$ cat src/rtl/condicionador_botoes.sv
// Button conditioner: synchronizes and debounces 7 raw buttons, then classifies
// them as idle / single press / multi-press and emits a one-cycle press pulse.
module condicionador_botoes #(
  parameter int DEBOUNCE_CYCLES = 50000
) (
  input  logic       clock,
  input  logic       reset,
  input  logic [6:0] botoes_raw,
  input  logic       habilita,
  output logic [6:0] botoes,
  output logic [2:0] nota,
  output logic       tem_botao_pressionado,
  output logic       pulso_jogada,
  output logic       multiplo,
  output logic [1:0] db_estado
);

  localparam logic [1:0]  OCIOSO      = 2'b00;
  localparam logic [1:0]  PRESSIONADO = 2'b01;
  localparam logic [1:0]  MULTIPLO    = 2'b10;
  localparam logic [15:0] DEB_LAST    = 16'(DEBOUNCE_CYCLES - 1);

  logic [6:0] sync1_reg;
  logic [6:0] sync2_reg;
  logic [6:0] deb;
  logic [1:0] state_reg;
  logic [1:0] state_next;
  logic [6:0] botoes_reg;
  logic [2:0] nota_reg;
  logic [2:0] nota_enc;
  logic       pulso_reg;
  logic [2:0] pop;

  always_ff @(posedge clock or negedge reset) begin
    if (!reset) begin
      sync1_reg <= '0;
      sync2_reg <= '0;
    end else begin
      sync1_reg <= botoes_raw;
      sync2_reg <= sync1_reg;
    end
  end

  // Each bit needs DEBOUNCE_CYCLES consecutive disagreeing samples to flip.
  generate
    for (genvar gi = 0; gi < 7; gi++) begin : g_deb
      logic [15:0] cnt_reg;
      logic        deb_bit_reg;

      always_ff @(posedge clock or negedge reset) begin
        if (!reset) begin
          cnt_reg     <= '0;
          deb_bit_reg <= 1'b0;
        end else if (sync2_reg[gi] == deb_bit_reg) begin
          cnt_reg <= '0;
        end else if (cnt_reg == DEB_LAST) begin
          cnt_reg     <= '0;
          deb_bit_reg <= ~deb_bit_reg;
        end else begin
          cnt_reg <= cnt_reg + 16'd1;
        end
      end

      assign deb[gi] = deb_bit_reg;
    end
  endgenerate

  always_comb begin
    pop      = '0;
    nota_enc = '0;
    for (int i = 0; i < 7; i++) begin
      pop = pop + {2'b00, deb[i]};
      if (deb[i]) nota_enc = 3'(i + 1);
    end
  end

  // botoes_reg holds the accepted key while pressed, so a differing single bit is a swap.
  always_comb begin
    state_next = state_reg;
    case (state_reg)
      OCIOSO: begin
        if (pop == 3'd1)      state_next = PRESSIONADO;
        else if (pop >= 3'd2) state_next = MULTIPLO;
      end
      PRESSIONADO: begin
        if (pop == 3'd0)             state_next = OCIOSO;
        else if (pop >= 3'd2)        state_next = MULTIPLO;
        else if (deb != botoes_reg)  state_next = MULTIPLO;
      end
      MULTIPLO: begin
        if (pop == 3'd0) state_next = OCIOSO;
      end
      default: state_next = OCIOSO;
    endcase
  end

  always_ff @(posedge clock or negedge reset) begin
    if (!reset) begin
      state_reg  <= OCIOSO;
      botoes_reg <= '0;
      nota_reg   <= '0;
      pulso_reg  <= 1'b0;
    end else begin
      state_reg  <= state_next;
      botoes_reg <= (state_next == PRESSIONADO) ? deb : 7'd0;
      nota_reg   <= (state_next == PRESSIONADO) ? nota_enc : 3'd0;
      pulso_reg  <= (state_reg == OCIOSO) && (state_next == PRESSIONADO) && habilita;
    end
  end

  assign botoes                = botoes_reg;
  assign nota                  = nota_reg;
  assign pulso_jogada          = pulso_reg;
  assign tem_botao_pressionado = |deb;
  assign multiplo              = (state_reg == MULTIPLO);
  assign db_estado             = state_reg;

endmodule

$ cat config.mk
export PLATFORM = sky130hd
export DESIGN_NAME = condicionador_botoes
export DESIGN_NICKNAME = d
export VERILOG_FILES = /design/src/rtl/condicionador_botoes.sv
export SDC_FILE = /design/constraint.sdc
export NUM_CORES = 1
export LEC_CHECK = 0
export CORE_MARGIN = 8
export CORE_UTILIZATION = 40
export DETAILED_ROUTE_END_ITERATION = 8
export GPL_ROUTABILITY_DRIVEN = 1
export HOLD_SLACK_MARGIN = 0.08
export PLACE_DENSITY_LB_ADDON = 0.15
export SLEW_MARGIN = 5
export SYNTH_ARGS = -nofsm -noshare
export SYNTH_HDL_FRONTEND = slang
export SYNTH_SLANG_ARGS = --single-unit
$ cat constraint.sdc
create_clock -name clock -period 3.7 [get_ports clock]
set_input_delay 0.555 -clock clock [delete_from_list [all_inputs] [get_ports clock]]
set_output_delay 0.555 -clock clock [all_outputs]
set_load 0.05 [all_outputs]
==> results of run 1 <==
[what timing repair did]
action,4_1_cts,5_1_grt
setup endpoints to repair,3,10
pin swaps,0,1
buffers inserted,0,1
endpoints found under the hold margin,0,0
hold buffers,0,0
gates resized for setup,1,1
[cells by family after synthesis]
logic type                 synth area share, %
buffers and inverters                     2.97
adders and majority gates                 2.83
muxes                                     1.30
AOI/OAI and AO/OA                         2.86
and+or+nand+nor                           22.3
DFF                                       53.6
xor gates and xnor gates                  14.1
[cells in the mapped netlist (2+ instances only)]
master | n | share of area, %
mux2_2 | 7 | 1.2
a21oi_1 | 13 | 0.95
dfrtp_1 | 146 | 54
nand4_1 | 26 | 2.4
xnor2_1 | 87 | 11
nand2_1 | 26 | 1.4
o21ai_1 | 2 | 0.15
buf_2 | 3 | 0.22
nor3_1 | 33 | 2.4
o41ai_2 | 3 | 0.72
nor4b_1 | 2 | 0.26
or3_1 | 4 | 0.37
and3_1 | 2 | 0.18
xor2_1 | 23 | 3.0
a211oi_1 | 2 | 0.22
nor4_1 | 43 | 3.9
o31ai_1 | 2 | 0.22
nor2_1 | 133 | 7.3
or2_2 | 2 | 0.18
clkbuf_1 | 8 | 0.44
ha_1 | 9 | 1.7
or4_1 | 2 | 0.22
nand3_1 | 43 | 3.2
fa_1 | 4 | 1.2
inv_1 | 39 | 2.1
[critical path, cell delays in order (launching register included)]
cell and delay, ns:
dfrtp_1 0.38, inv_1 0.09, fa_1 0.52, fa_1 0.43, fa_1 0.38, inv_1 0.08
fa_1 0.41, or2_2 0.35, nor4_4 0.18, nand3_1 0.11, buf_4 0.20, a21oi_1 0.17
[through the flow]
stage	worst slack (ns)	utilization, %
6_report	0.317	48.2
5_1_grt	0.115	48.2
4_1_cts	0.0715	48.1
3_5_place_dp	0.0326	44.3
3_3_place_gp	0.225	44.3
2_1_floorplan	0.143	-
[cell type report]
cell class | count | area, um2 | area share [%]
Inverter | 39 | 146 | 1.83
Tap cell | 220 | 275 | 3.43
Clock inverter | 13 | 183 | 2.28
Clock buffer | 18 | 439 | 5.48
Timing Repair Buffer | 36 | 344 | 4.29
Multi-Input combinational cell | 477 | 2980 | 37.1
Sequential cell | 146 | 3650 | 45.6
[report_power, final]
group | internal, mW | total [mW] | switching [mW]
Clock | 1.14 | 1.81 | 0.667
Combinational | 0.0357 | 0.105 | 0.0697
Sequential | 1.62 | 1.65 | 0.0218
[routing by layer]
layer	up-vias	wire length [um]	global-route usage (%)	part of all wire, %
li1	2385	-	-	-
met1	2353	6300	16.9	48
met2	56	6240	20.9	47
met3	13	485	4.26	3.7
met4	0	151	5.26	1.1
met5	-	0	0	0
[path summary, 6_finish.rpt]
kind                       cells past startpoint                 start                    to
max                                           11  g_deb[1].deb_bit_reg               nota[2]
min                                            1                 reset  g_deb[5].cnt_reg[13]
max reg2reg                                   11  g_deb[1].deb_bit_reg               nota[2]
min reg2reg                                    0          sync1_reg[3]          sync2_reg[3]
max in group asynchronous                      2                 reset  g_deb[5].deb_bit_reg
min in group clock                             0          sync1_reg[3]          sync2_reg[3]
==> summary.md, run 1 <==
| Metric | Value |
|---|---|
| CP arrival | `3.72 ns` |
| Fin crit period | `3.38 ns` |
| Gr usage total | `13.4%` |
| Syn_area_per_cell | `10.1 um2` |
| Initial antenna violation count | `0` |
| Main synth FF type | `dfrtp_1` |
| H-tree levels | `4` |
| Area Growth Syn to Fin | `17.6%` |
| Crit path kind | `reg2reg` |
| Total power | `3.56 mW` |
| Layout Cell Area excl Fill | `8020 um2` |
| Vias per cell | `5.07` |
| Fmax | `296 MHz` |
| Peak VDD IR | `0.000330 V` |
| GRT overflow | `0` |
| Max cap viols | `0` |
| Post-synth EDFFs | `0` |
| Syn Nets | `697` |
| Clock latency on the worst-skew pair | `0.42 ns` |
| Fin cells | `949` |
| Hpwl dp | `8.91 mm` |
| Hold Vio Cnt, Final | `0` |
| Lkg Pwr | `3.26 nW` |
| Post-DRT Antenna Nets | `0` |
| Max-slew violations | `0` |
| Cts bufs inserted | `17` |
| Max_slew headroom | `28.0%` |
| Clock Tree Buf Depth | `2` |
| Share of layout cells above drive strength 1 | `8.23%` |
| Final wirelength | `13.2 mm` |
| # rows | `47` |
| Core area | `16600 um2` |
| RSZ-0062 raised after global routing | `no` |
| Power Density | `444 nW/um2` |
| First-pass GRT wire length | `23.3 mm` |
| Largest net degree at the start of global routing | `58` |
| Synthesis-stage register bit count | `146` |
| Worst Skew | `0.00605 ns` |
| Initial Utilization | `41.0%` |
| CP endpoint kind | `flip-flop` |
| CTS tree | `yes` |
| Final-report setup violation count | `0` |
| Root Driver | `clkbuf_16` |
| Max FFs per register | `112` |
| Synth unique cells | `35` |
| Filler Cells Inserted | `1507` |
| Worst-margin pin slew | `1.07 ns` |
| Routed len/inst | `13.9 um` |
| Register area share after synthesis | `53.6%` |
| Most frequent cells in the layout | `dfrtp_1, nor2_1, xnor2_1` |
| Setup_tns | `0 ns` |
| Placed inst area | `7370 um2` |
| Hold_ws | `0.0994 ns` |
| GP Congestion | `0.796` |
| Leading cell type in the layout, fill and taps excluded | `dfrtp_1` |
| Minimum setup slack among reg-to-reg paths | `0.32 ns` |
| I/O pin count | `25` |
| Startpoint Class | `flip-flop` |
| Tightest Hold Check Type | `in2async` |
| Drt pass-1 iters | `6` |
| Post-Syn Instances | `674` |
| Status | `complete, no violations` |
| Clock Sinks | `146` |
| Cell Area, Synth | `6820 um2` |
| Port buffer count | `24` |
| 1st-iter DRT viols | `261` |
| Die Y | `147 um` |
| Die X | `147 um` |
| Inserted Diodes | `0` |
| Synth async-reset ratio | `100%` |
| Clock-pin slew on the worst setup and hold paths | `0.06 ns` |
| Critical path required time | `4.04 ns` |
| YS warnings | `0` |
| Die ar. | `21500 um2` |
| Fin crit share | `91.4%` |
| Nets | `740` |
| Vias after detailed routing | `4807` |
| Placed Instances | `917` |
| # DRC | `0` |
| Critical Path Fanout Max | `11` |
| Vias in the first global route | `4721` |
Power figures use the tool's default switching activity.
==> run 2: changes to the inputs <==
- CELL_PAD_IN_SITES_DETAIL_PLACEMENT: not set -> 0
- CELL_PAD_IN_SITES_GLOBAL_PLACEMENT: not set -> 1
==> run 2 against run 1 <==
Net effect: core utilization fell by 0.27 points; critical path type unchanged; via count hardly changed; sequential share of layout area is 0.26 points higher.
==> summary.md, run 2 (synthesis gave the netlist of run 1 again) <==
| Metric | Value |
|---|---|
| First-pass GRT wire length | `23.6 mm` |
| CP arrival | `3.87 ns` |
| Final WS setup | `0.159 ns` |
| Port buffer count | `24` |
| Fin crit share | `95.7%` |
| Root Driver | `clkbuf_16` |
| Area Growth Syn to Fin | `16.9%` |
| Vias per cell | `5.07` |
| Clock latency on the worst-skew pair | `0.42 ns` |
| Initial Utilization | `41.0%` |
| CP endpoint kind | `flip-flop` |
| Leading cell type in the layout, fill and taps excluded | `dfrtp_1` |
| Share of layout cells above drive strength 1 | `7.84%` |
| Hold_ws | `0.184 ns` |
| Dpl ws | `0.0529 ns` |
| Lkg Pwr | `3.25 nW` |
| Max-slew violations | `0` |
| Die ar. | `21500 um2` |
| Critical path required time | `4.03 ns` |
| Status | `complete, no violations` |
| Power Density | `430 nW/um2` |
| Clock-pin slew on the worst setup and hold paths | `0.06 ns` |
| I/O pin count | `25` |
| # DRC | `0` |
| Reg-to-Reg End | `nota[1]` |
| Startpoint Class | `flip-flop` |
| Crit path kind | `reg2reg` |
| Fin crit period | `3.54 ns` |
| Post-DRT Antenna Nets | `0` |
| Max_slew headroom | `23.9%` |
| Final-report setup violation count | `0` |
| Setup_tns | `0 ns` |
| Worst r2r src | `g_deb[1].deb_bit_reg` |
| Worst Skew | `0.00950 ns` |
| CTS tree | `yes` |
| Peak VDD IR | `0.000328 V` |
| Clock Sinks | `146` |
| Max FFs per register | `112` |
| Die X | `147 um` |
| Die Y | `147 um` |
| Vias after detailed routing | `4804` |
| Initial antenna violation count | `0` |
| Gr usage total | `13.5%` |
| Filler Cells Inserted | `1549` |
| Total power | `3.43 mW` |
| Nets | `739` |
| Routed len/inst | `14.2 um` |
| GP Congestion | `0.769` |
| Inserted Diodes | `0` |
| Hold Vio Cnt, Final | `0` |
| Fmax | `282 MHz` |
| Final core occ | `47.9%` |
| Minimum setup slack among reg-to-reg paths | `0.16 ns` |
| Clock Tree Buf Depth | `2` |
| Worst-margin pin slew | `1.13 ns` |
| RSZ-0062 raised after global routing | `no` |
| Reg2Reg Depth | `11` |
| Max cap viols | `0` |
| # rows | `47` |
| Vias in the first global route | `4732` |
| Multi-input gate area | `2980 um2` |
| Most frequent cells in the layout | `dfrtp_1, nor2_1, xnor2_1` |
| Drt pass-1 iters | `6` |
| H-tree levels | `4` |
| Critical Path Fanout Max | `11` |
| Cts bufs inserted | `17` |
| Hpwl dp | `8.94 mm` |
| Tightest Hold Check Type | `in2async` |
| Final wirelength | `13.4 mm` |
| Storage cell area | `3650 um2` |
| GRT overflow | `0` |
| Largest net degree at the start of global routing | `88` |
| Core area | `16600 um2` |
| 1st-iter DRT viols | `263` |
-- run 2: worst max-delay path by stage --
stage	from	to	slack, ns	cells past startpoint
finish	g_deb[1].deb_bit_reg	nota[1]	0.16	11
global route	g_deb[1].deb_bit_reg	nota[2]	0.004	11
CTS	g_deb[1].deb_bit_reg	nota[1]	0.04	11
detailed placement	g_deb[1].deb_bit_reg	nota[1]	0.05	11
global placement	g_deb[1].deb_bit_reg	nota[2]	0.21	11
floorplan	g_deb[3].deb_bit_reg	botoes[0]	0.14	12
-- run 2: per-layer routing --
layer  vias to the layer above  global-route usage [%]  share of wire (%)
li1                       2376                       -                  -
met1                      2348                    17.6                 48
met2                        68                    20.6                 47
met3                        12                    4.30                3.7
met4                         0                    5.05                1.2
met5                         -                       0                  0
-- run 2: area by class of cell --
cell class / instances / area share, %
tap: 220 / 3.45
timing repair buffer: 35 / 4.22
inverter: 39 / 1.84
sequential: 146 / 45.8
clock inverter: 4 / 0.565
clock buffer: 26 / 6.76
multi-input combinational: 477 / 37.3
-- run 2: worst max-delay path: stages, from the launching register on --
cell and delay [ns]:
dfrtp_1 0.41, inv_1 0.10, fa_1 0.53, fa_1 0.43, fa_1 0.37, inv_1 0.07
fa_1 0.41, or2_2 0.34, nor4_4 0.30, nand3_1 0.10, buf_4 0.20, a21oi_1 0.19
-- run 2: per-stage QoR --
stage	std cells	area, um2
6_report	947	7970
5_1_grt	947	7970
4_1_cts	947	7960
3_5_place_dp	917	7370
3_3_place_gp	917	7370
2_1_floorplan	674	6820
-- run 2: where the power goes --
group	internal, mW	total [mW]	switching, mW
sequential	1.62	1.65	0.0219
clock	1.06	1.68	0.620
combinational	0.0355	0.104	0.0690
-- run 2: repair_timing --
action,CTS,global route
gates resized for setup,0,2
endpoints found under the setup margin,0,10
buffers inserted,0,0
hold buffers,0,0
==> run 3: changes to the inputs <==
- CELL_PAD_IN_SITES_DETAIL_PLACEMENT: 0 -> not set
- CELL_PAD_IN_SITES_GLOBAL_PLACEMENT: 1 -> not set
==> results of run 3 <==
No change in the layout: final DEF, timing and power equal those of run 1.
